<file path="config.mk">
export PLATFORM = sky130hd
export DESIGN_NAME = prog_loader
export DESIGN_NICKNAME = d
export VERILOG_FILES = /design/src/rtl/prog_loader_pkg.sv /design/src/rtl/prog_loader.sv
export SDC_FILE = /design/constraint.sdc
export NUM_CORES = 1
export LEC_CHECK = 0
export CORE_MARGIN = 2
export CORE_UTILIZATION = 53
export DETAILED_ROUTE_END_ITERATION = 8
export PLACE_DENSITY = 0.88
export RECOVER_POWER = 100
export SETUP_SLACK_MARGIN = 0.15
export SYNTH_ARGS = -nofsm -noshare
export SYNTH_HDL_FRONTEND = slang
export SYNTH_SLANG_ARGS = --single-unit
</file>
<file path="constraint.sdc">
create_clock -name clk -period 2.2 [get_ports clk]
set_clock_uncertainty 0.05 [all_clocks]
set_input_delay 0.33 -clock clk [delete_from_list [all_inputs] [get_ports clk]]
set_output_delay 0.33 -clock clk [all_outputs]
set_load 0.01 [all_outputs]
</file>
<file path="src/rtl/prog_loader_pkg.sv">
// Shared FSM encoding and frame field constants for the byte-stream program loader.
package prog_loader_pkg;

  typedef enum logic [3:0] {
    ST_IDLE, ST_CNT_HI, ST_CNT_LO, ST_W_HI, ST_W_LO, ST_WRITE, ST_CSUM, ST_DONE, ST_ERR
  } state_e;

  localparam logic [7:0] SYNC_DEFAULT = 8'hA5;
  localparam int BYTE_W      = 8;
  localparam int CNT_HI_BITS = 3;  // low CNT_HI bits that form N[10:8]
  localparam int HI_BITS     = 6;  // low HI bits that form word[13:8]

  function automatic logic accepts(state_e s);
    return s inside {ST_IDLE, ST_CNT_HI, ST_CNT_LO, ST_W_HI, ST_W_LO, ST_CSUM};
  endfunction

endpackage

</file>
<file path="src/rtl/prog_loader.sv">
// Framed byte-stream loader writing 14-bit words into program memory; holds the CPU until done.
// Optional trailing checksum byte enabled by defining PROG_LOADER_CHECKSUM_EN.
module prog_loader
  import prog_loader_pkg::*;
#(
  parameter int         ADDR_W    = 11,
  parameter int         DATA_W    = 14,
  parameter logic [7:0] SYNC_BYTE = SYNC_DEFAULT,
  parameter int         BASE_ADDR = 0
) (
  input  logic              clk,
  input  logic              reset,
  input  logic [7:0]        in_data,
  input  logic              in_valid,
  output logic              in_ready,
  input  logic              rearm,
  output logic              wr_en,
  output logic [ADDR_W-1:0] wr_addr,
  output logic [DATA_W-1:0] wr_data,
  output logic              cpu_hold,
  output logic              done,
  output logic              error,
  output logic [ADDR_W-1:0] word_cnt
);

  state_e                   state_q;
  logic                     wr_en_q, cpu_hold_q, done_q, error_q;
  logic [ADDR_W-1:0]        wr_addr_q, word_cnt_q, n_q;
  logic [DATA_W-1:0]        wr_data_q;
  logic [BYTE_W-1:0]        cnt_hi_q;
  logic [HI_BITS-1:0]       hi_q;
`ifdef PROG_LOADER_CHECKSUM_EN
  logic [BYTE_W-1:0]        sum_q;
`endif

  logic              xfer;
  logic [ADDR_W-1:0] cnt_inc;

  assign in_ready = accepts(state_q);
  assign xfer     = in_valid & in_ready;
  assign cnt_inc  = word_cnt_q + 1'b1;

  always_ff @(negedge clk or negedge reset) begin
    if (!reset) begin
      state_q    <= ST_IDLE;
      wr_en_q    <= 1'b0;
      wr_addr_q  <= ADDR_W'(BASE_ADDR);
      wr_data_q  <= '0;
      cpu_hold_q <= 1'b1;
      done_q     <= 1'b0;
      error_q    <= 1'b0;
      word_cnt_q <= '0;
      n_q        <= '0;
      cnt_hi_q   <= '0;
      hi_q       <= '0;
`ifdef PROG_LOADER_CHECKSUM_EN
      sum_q      <= '0;
`endif
    end else begin
      wr_en_q <= 1'b0;
      case (state_q)
        ST_IDLE: if (xfer && in_data == SYNC_BYTE) begin
          state_q <= ST_CNT_HI;
`ifdef PROG_LOADER_CHECKSUM_EN
          sum_q   <= '0;
`endif
        end
        ST_CNT_HI: if (xfer) begin
          cnt_hi_q <= in_data;
          state_q  <= ST_CNT_LO;
`ifdef PROG_LOADER_CHECKSUM_EN
          sum_q    <= sum_q + in_data;
`endif
        end
        ST_CNT_LO: if (xfer) begin
          if (cnt_hi_q[BYTE_W-1:CNT_HI_BITS] != '0 || {cnt_hi_q[CNT_HI_BITS-1:0], in_data} == '0) begin
            state_q <= ST_ERR;
            error_q <= 1'b1;
          end else begin
            n_q     <= ADDR_W'({cnt_hi_q[CNT_HI_BITS-1:0], in_data});
            state_q <= ST_W_HI;
          end
`ifdef PROG_LOADER_CHECKSUM_EN
          sum_q <= sum_q + in_data;
`endif
        end
        ST_W_HI: if (xfer) begin
          if (in_data[BYTE_W-1:HI_BITS] != '0) begin
            state_q <= ST_ERR;
            error_q <= 1'b1;
          end else begin
            hi_q    <= in_data[HI_BITS-1:0];
            state_q <= ST_W_LO;
          end
`ifdef PROG_LOADER_CHECKSUM_EN
          sum_q <= sum_q + in_data;
`endif
        end
        ST_W_LO: if (xfer) begin
          // Write is registered here so wr_en lands exactly in the WRITE cycle.
          wr_en_q   <= 1'b1;
          wr_addr_q <= ADDR_W'(BASE_ADDR) + word_cnt_q;
          wr_data_q <= DATA_W'({hi_q, in_data});
          state_q   <= ST_WRITE;
`ifdef PROG_LOADER_CHECKSUM_EN
          sum_q     <= sum_q + in_data;
`endif
        end
        ST_WRITE: begin
          word_cnt_q <= cnt_inc;
          if (cnt_inc == n_q) begin
`ifdef PROG_LOADER_CHECKSUM_EN
            state_q    <= ST_CSUM;
`else
            state_q    <= ST_DONE;
            done_q     <= 1'b1;
            cpu_hold_q <= 1'b0;
`endif
          end else begin
            state_q <= ST_W_HI;
          end
        end
`ifdef PROG_LOADER_CHECKSUM_EN
        ST_CSUM: if (xfer) begin
          if (BYTE_W'(sum_q + in_data) == '0) begin
            state_q    <= ST_DONE;
            done_q     <= 1'b1;
            cpu_hold_q <= 1'b0;
          end else begin
            state_q <= ST_ERR;
            error_q <= 1'b1;
          end
        end
`endif
        ST_DONE, ST_ERR: if (rearm) begin
          state_q    <= ST_IDLE;
          cpu_hold_q <= 1'b1;
          done_q     <= 1'b0;
          error_q    <= 1'b0;
          word_cnt_q <= '0;
        end
        default: state_q <= ST_IDLE;
      endcase
    end
  end

  assign wr_en    = wr_en_q;
  assign wr_addr  = wr_addr_q;
  assign wr_data  = wr_data_q;
  assign cpu_hold = cpu_hold_q;
  assign done     = done_q;
  assign error    = error_q;
  assign word_cnt = word_cnt_q;

endmodule

</file>
; Word-level counts from Yosys, hierarchy flattened
; Index checks and enable logic that the tools add are counted.
[word_totals]
regBits = 69
out_inout_bits = 41
[classes]
addsub = 1
eq_ne = 19
muxes = 25
n_bitwise = 3
n_reduce_logical = 18
[op_table]
columns = operator, count
row1 = $mux W4, 8
row2 = $pmux W4 S7, 1
row3 = $pmux W11 S2, 1
row4 = $eq A4 B3 Y1 const B, 4
row5 = $ne A2 B2 Y1 const B, 6
row6 = $reduce_and A6 Y1, 2
row7 = $add A11 B1 Y11 const B, 1
row8 = $eq A11 B11 Y1, 1
row9 = $logic_not A11 Y1, 1
row10 = $mux W11, 1
row11 = $mux W1, 10
row12 = $reduce_and A3 Y1, 3
row13 = $eq A4 B2 Y1 const B, 2
row14 = $eq A8 B8 Y1 const B, 1
row15 = $ne A2 B1 Y1 const B, 3
row16 = $reduce_and A2 Y1, 3
row17 = $reduce_bool A6 Y1, 1
row18 = $reduce_bool A5 Y1, 1
row19 = $eq A4 B1 Y1 const B, 1
row20 = $eq A4 B4 Y1 const B, 1
row21 = $logic_not A4 Y1, 1
row22 = $pmux W1 S2, 2
row23 = $reduce_bool A2 Y1, 2
row24 = $mux W3, 1
row25 = 7 further kinds, 8

; Depth between registers and ports, before layout
[depth]
word_depth = 6
mapped_depth = 7
depth_no_buf = 6

==> flow_summary.yaml <==
power_and_ir_drop:
  p_sw_mw: 2.359
  seq_power_share_pct: 34.0
  p_leak_nw: 2.634
  p_sw_share_pct: 36.11
  p_total_mw: 6.532
  p_clk_share_pct: 20.3
  power.share.combinational_pct: 45.7
  p_int_mw: 4.173
  p_per_area_nw_per_um2: 1305
  ir_worst_vdd_mv: 1.071
critical_path:
  cp-start-kind: "flip-flop"
  crit_buf_inv: 1
  cpMaxStageDelayCell: "dfstp_2"
  crit_fanout: 2
  rr_worst_depth: 8
  rr_startpoint: "word_cnt[0]"
  regToRegSetupSlack_ps: 100
  reg2reg_to: "cpu_hold"
  cp.arrival_ps: 2130
  worstSetupEndpointType: "output port"
  cpPeakStageDelay_ps: 530
  critical_path_class: "reg -> out"
  cp.required_ps: 1820
  crit_family: "flip-flops"
  path_cells: "buf_6"
finish:
  final_cells: 502
  fillCellCount: 314
  syn_to_final_growth_pct: 49.42
  diodes: 0
  multiInputGateArea_um2: 1787
  drive_gt1_share_pct: 54.80
  regArea_um2: 1728
  nets: 435
  fin_area_um2: 5005
detailed_routing:
  final_antenna_net_count: 0
  wl_um: 10230
  wl_met3_um: 531
  dr.pass1.iters: 4
  dr_wl_met2_um: 5275
  wirelength_met1_um: 3999
  vias_per_cell: 5.747
  wl_per_cell_um: 20.37
  top_layer: "met4"
  drc: 0
  vias: 2885
  drt-initial-drc-count: 185
timing:
  finalHoldViolCount: 0
  hold_slack_ps: 372.7
  finalSetupViolCount: 86
  slew_viol_final: 0
  fin_ws_ps: -309.2
  setup_tns_ps: -11570
  relSlewSlack_pct: 58.55
  rsz0062_at_grt: "yes"
  tightest_slew_ps: 621.7
synthesis:
  synth_common_cells: "dfrtn_1 (68), nand2_1 (33), mux2_2 (22), o21ai_0 (15), mux2_1 (12)"
  synth_largest_area_cell: "dfrtn_1"
  yosysMostFrequentCell: "dfrtn_1"
  synth_area_um2: 3349
  synth_edf_count: 0
  synth_cells: 283
  synth_top_flop_cell: "dfrtn_1"
  seq_area_frac_synth_pct: 51.59
  synth_top_area_share_pct: 50.80
  yosysUniqueCellTypes: 55
  ys_ff_latch: 69
  synthTopCellsByArea: "dfrtn_1 (51%), mux2_2 (7.4%), mux2_4 (4.5%), mux2_1 (4.0%), nand2_1 (3.7%)"
  yosys_warnings: 0
  async_reset_ff_share_pct: 100.0
  synthesis.nets: 296
  postSynthAreaPerCell_um2: 11.84
floorplan:
  die_area_um2: 6971
  die_x_um: 83.50
  initial_core_util_pct: 55.59
  rows: 28
  io_pins: 53
  fp.dieH_um: 83.50
  core_um2: 6026
global_route:
  grt_pass1_vias: 2987
  grtUsageTotal_pct: 29.65
  antenna_found_initial: 0
  grt-ovfl-total: 0
  grt_max_degree: 47
  grt_pass1_wl_um: 15790
clock_tree:
  clk_path_buf_depth: 2
  worstSkewPairLatency_ps: 350
  cts_buffers: 9
  cts_tree: "yes"
  ctsHtreeMaxLevel: 3
  cts-root-buf: "clkbuf_8"
  clk_pin_slew_ps: 60
  cts_num_sinks: 69
placement:
  placed_area_um2: 4407
  hpwl_um: 5960
  place_congestion: 0.8853
  dpl.cell_count: 445
  io_buffers: 52
worst_hold_path:
  min_from: "wr_data[11]"
  whs_path_depth: 2
  min_delay_worst_endpoint: "wr_data[11]"
  hold_class: "reg -> reg"
run:
  drv_cap: 0
outcome:
  violations: "setup timing"
  outcome: "complete, but fails checks"
## power by group through the flow
stage               registers [mW]  logic (mW)  clock network (mW)
CTS                           2.18        2.84                1.32
detailed placement            2.19        2.77             0.00569
global placement              2.15        2.65             0.00569
finish                        2.22        2.99                1.33
global route                  2.27        3.18                1.40
floorplan                     2.31        1.39             0.00569
## layout make-up
type                    count  area share (%)
clock buffers               9           2.475
well taps                  75           1.875
repair buffers            141           22.40
multi-input cells         195           35.70
inverters                   5          0.5250
flip-flops and latches     69           34.53
clock inverters             8           2.500
## kinds of logic after synthesis
kind of cell               after synthesis  synth area share [%]
and+or+nand+nor                         89                 15.35
DFF                                     69                 51.59
AOI/OAI and AO/OA                       45                 8.480
muxes                                   45                 16.21
buffers and inverters                   20                 3.922
xor gates and xnor gates                14                 4.072
adders and majority gates                1                0.3735
## sequential cells by signal, summed over array words and instances (netlist names)
register and flops:
cnt_hi_q 8, cpu_hold 1, done 1, error 1, hi_q 6, n_q 11, state_q 4, word_cnt 11
wr_addr 11, wr_data 14, wr_en 1
## cells in the final DEF (no fill, tap or decap), types with 4 or more instances in the layout
master,netlist,routed
and2_1,4,4
and3_4,1,4
buf_2,5,40
buf_4,3,70
buf_6,3,14
buf_8,0,8
clkbuf_1,2,4
clkbuf_8,0,9
dfrtn_1,68,68
inv_1,6,4
mux2_1,12,7
mux2_4,10,34
nand2_1,33,21
nand2_2,0,9
nand3_1,9,9
nand4_1,6,6
nor2_1,9,7
o21ai_0,15,10
o21ai_1,4,6
o31ai_1,6,6
xnor2_1,4,4
xor2_1,9,9
## worst register-to-register path, cell delays in order (launching register included)
cell and delay [ps]:
dfrtn_1 410, clkbuf_4 130, buf_4 140, ha_1 280, and4_2 360, and3_4 230
o21ai_0 80, a22o_1 210, a2bb2oi_1 160
## metal layers
| metal | global-route usage [%] | vias up |
|---|---|---|
| li1 | - | 1300 |
| met1 | 35.29 | 1426 |
| met2 | 51.03 | 115 |
| met3 | 7.616 | 44 |
| met4 | 12.61 | 0 |
| met5 | 0 | - |
## how the worst max path moves through the flow
stage / cells after the start / from / endpoint / slack, ps
after global placement: 5 / in_data[5] / n_q[10] / -960
after floorplan: 5 / in_data[5] / n_q[0] / -430
final: 1 / cpu_hold / cpu_hold / -310
after detailed placement: 5 / in_data[5] / n_q[10] / -1000
after global routing: 1 / cpu_hold / cpu_hold / -340
after CTS: 1 / cpu_hold / cpu_hold / -310
## what timing repair did
| item | 4_1_cts | 5_1_grt |
|---|---|---|
| pin swaps | 25 | 10 |
| setup endpoints to repair | 110 | 100 |
| cloned | 3 | 0 |
| hold buffers | 0 | 0 |
| setup buffers | 23 | 15 |
| resized for setup | 273 | 21 |
## through the flow
stage                     utilization [%]  setup WS [ps]
after floorplan                         -         -434.6
after global placement              73.13         -958.4
after detailed placement            73.13         -998.5
after CTS                           80.94         -312.9
after global routing                83.06         -339.9
final                               83.06         -309.2
No activity file was read; power rests on OpenSTA's default activity.
==> RTL edit (same settings) <==
The option `PROG_LOADER_CHECKSUM_EN` is turned on by a define.
--- a/src/rtl/prog_loader.sv
+++ b/src/rtl/prog_loader.sv
@@ -2,2 +2,4 @@
 // Optional trailing checksum byte enabled by defining PROG_LOADER_CHECKSUM_EN.
+`define PROG_LOADER_CHECKSUM_EN
+
 module prog_loader
Formal check against the unedited RTL: not equivalent (a bounded check fails within 10 cycles, from zero or initial values and one cycle with reset low).
==> RTL edit against the unedited design <==
The run still ends with setup timing left; sequential power is 14% higher; first-iteration DRC count rose to 2.7 times the old value; critical path depth up 12; total power up 39%; hold slack improved by 0.044 ns; final area up 22%; die area up 15%; synthesized area grew 16%; sequential share of layout area is 3.1 points lower; core utilization is 2.3 points higher; worst setup slack got worse by 1.1 ns; global-route usage rose by 7.2 points; sequential cell count increased by 8; wire length rose by 65%; largest cell class unchanged; largest power group unchanged.
==> RTL edit: results <==
export IMPL_synthTopCellsByArea="dfrtn_1, mux2_2, xor2_1"
export IMPL_wl_met2_mm=7.98
export IMPL_slowest_stage="or4b_4"
export IMPL_status="finished, violations left"
export IMPL_gr_usage_met3_pct=8.03
export IMPL_seq_area_um2=1930
export IMPL_final_cell_count_no_fill=626
export IMPL_clock_buffers=10
export IMPL_drt_met1_wl_mm=5.92
export IMPL_grt_pass1_vias=3958
export IMPL_drt_iter0_drc=499
export IMPL_drt_vias_per_instance=6.57
export IMPL_nNonClkInverters=4
export IMPL_finalSetupViolCount=102
export IMPL_drive_gt1_share_pct=55.4
export IMPL_fin_tns_setup_ns=-40.68
export IMPL_dp_slack_ns=-2.09
export IMPL_syn_avg_cell_area_um2=11.3
export IMPL_violations="setup timing"
export IMPL_dr_pass1_iters=6
export IMPL_power_mw=9.09
export IMPL_hp_start="wr_addr[7]$_DFFE_NN0P_"
export IMPL_synth_xor_area_share_pct=5.43
export IMPL_multi_input_area_um2=2300
export IMPL_p_seq_mw=2.54
export IMPL_yosysSeqAreaShare_pct=49.8
export IMPL_startpoint="in_data[0]"
export IMPL_nFillCells=316
export IMPL_setup_ws_ns=-1.42
export IMPL_grt_pass1_wl_mm=21.5
export IMPL_final_nets=543
-- RTL edit: cell count changes after synthesis, moves of 7 or more --
| cell | unedited run | this run |
|---|---|---|
| mux2_2 | 22 | 51 |
| clkbuf_1 | 2 | 16 |
| mux2_1 | 12 | 0 |
| nand2_1 | 33 | 22 |
| nor2_1 | 9 | 20 |
| mux2_4 | 10 | 0 |
| dfrtn_1 | 68 | 76 |
| ha_1 | 1 | 8 |
| xnor2_1 | 4 | 11 |
-- RTL edit: worst paths after layout --
path                                      endpoint  slack, ns  depth (start not counted)
min reg2reg                 wr_addr[7]$_DFFE_NN0P_       0.42                          1
max in group asynchronous  wr_data[13]$_DFFE_NN0P_       0.31                          2
min in group asynchronous  word_cnt[0]$_DFFE_NN0P_       0.84                          1
max reg2reg                 state_q[1]$_DFFE_NN0P_      -0.71                          7
max                         state_q[1]$_DFFE_NN0P_      -1.42                         13
min                         wr_addr[7]$_DFFE_NN0P_       0.42                          1
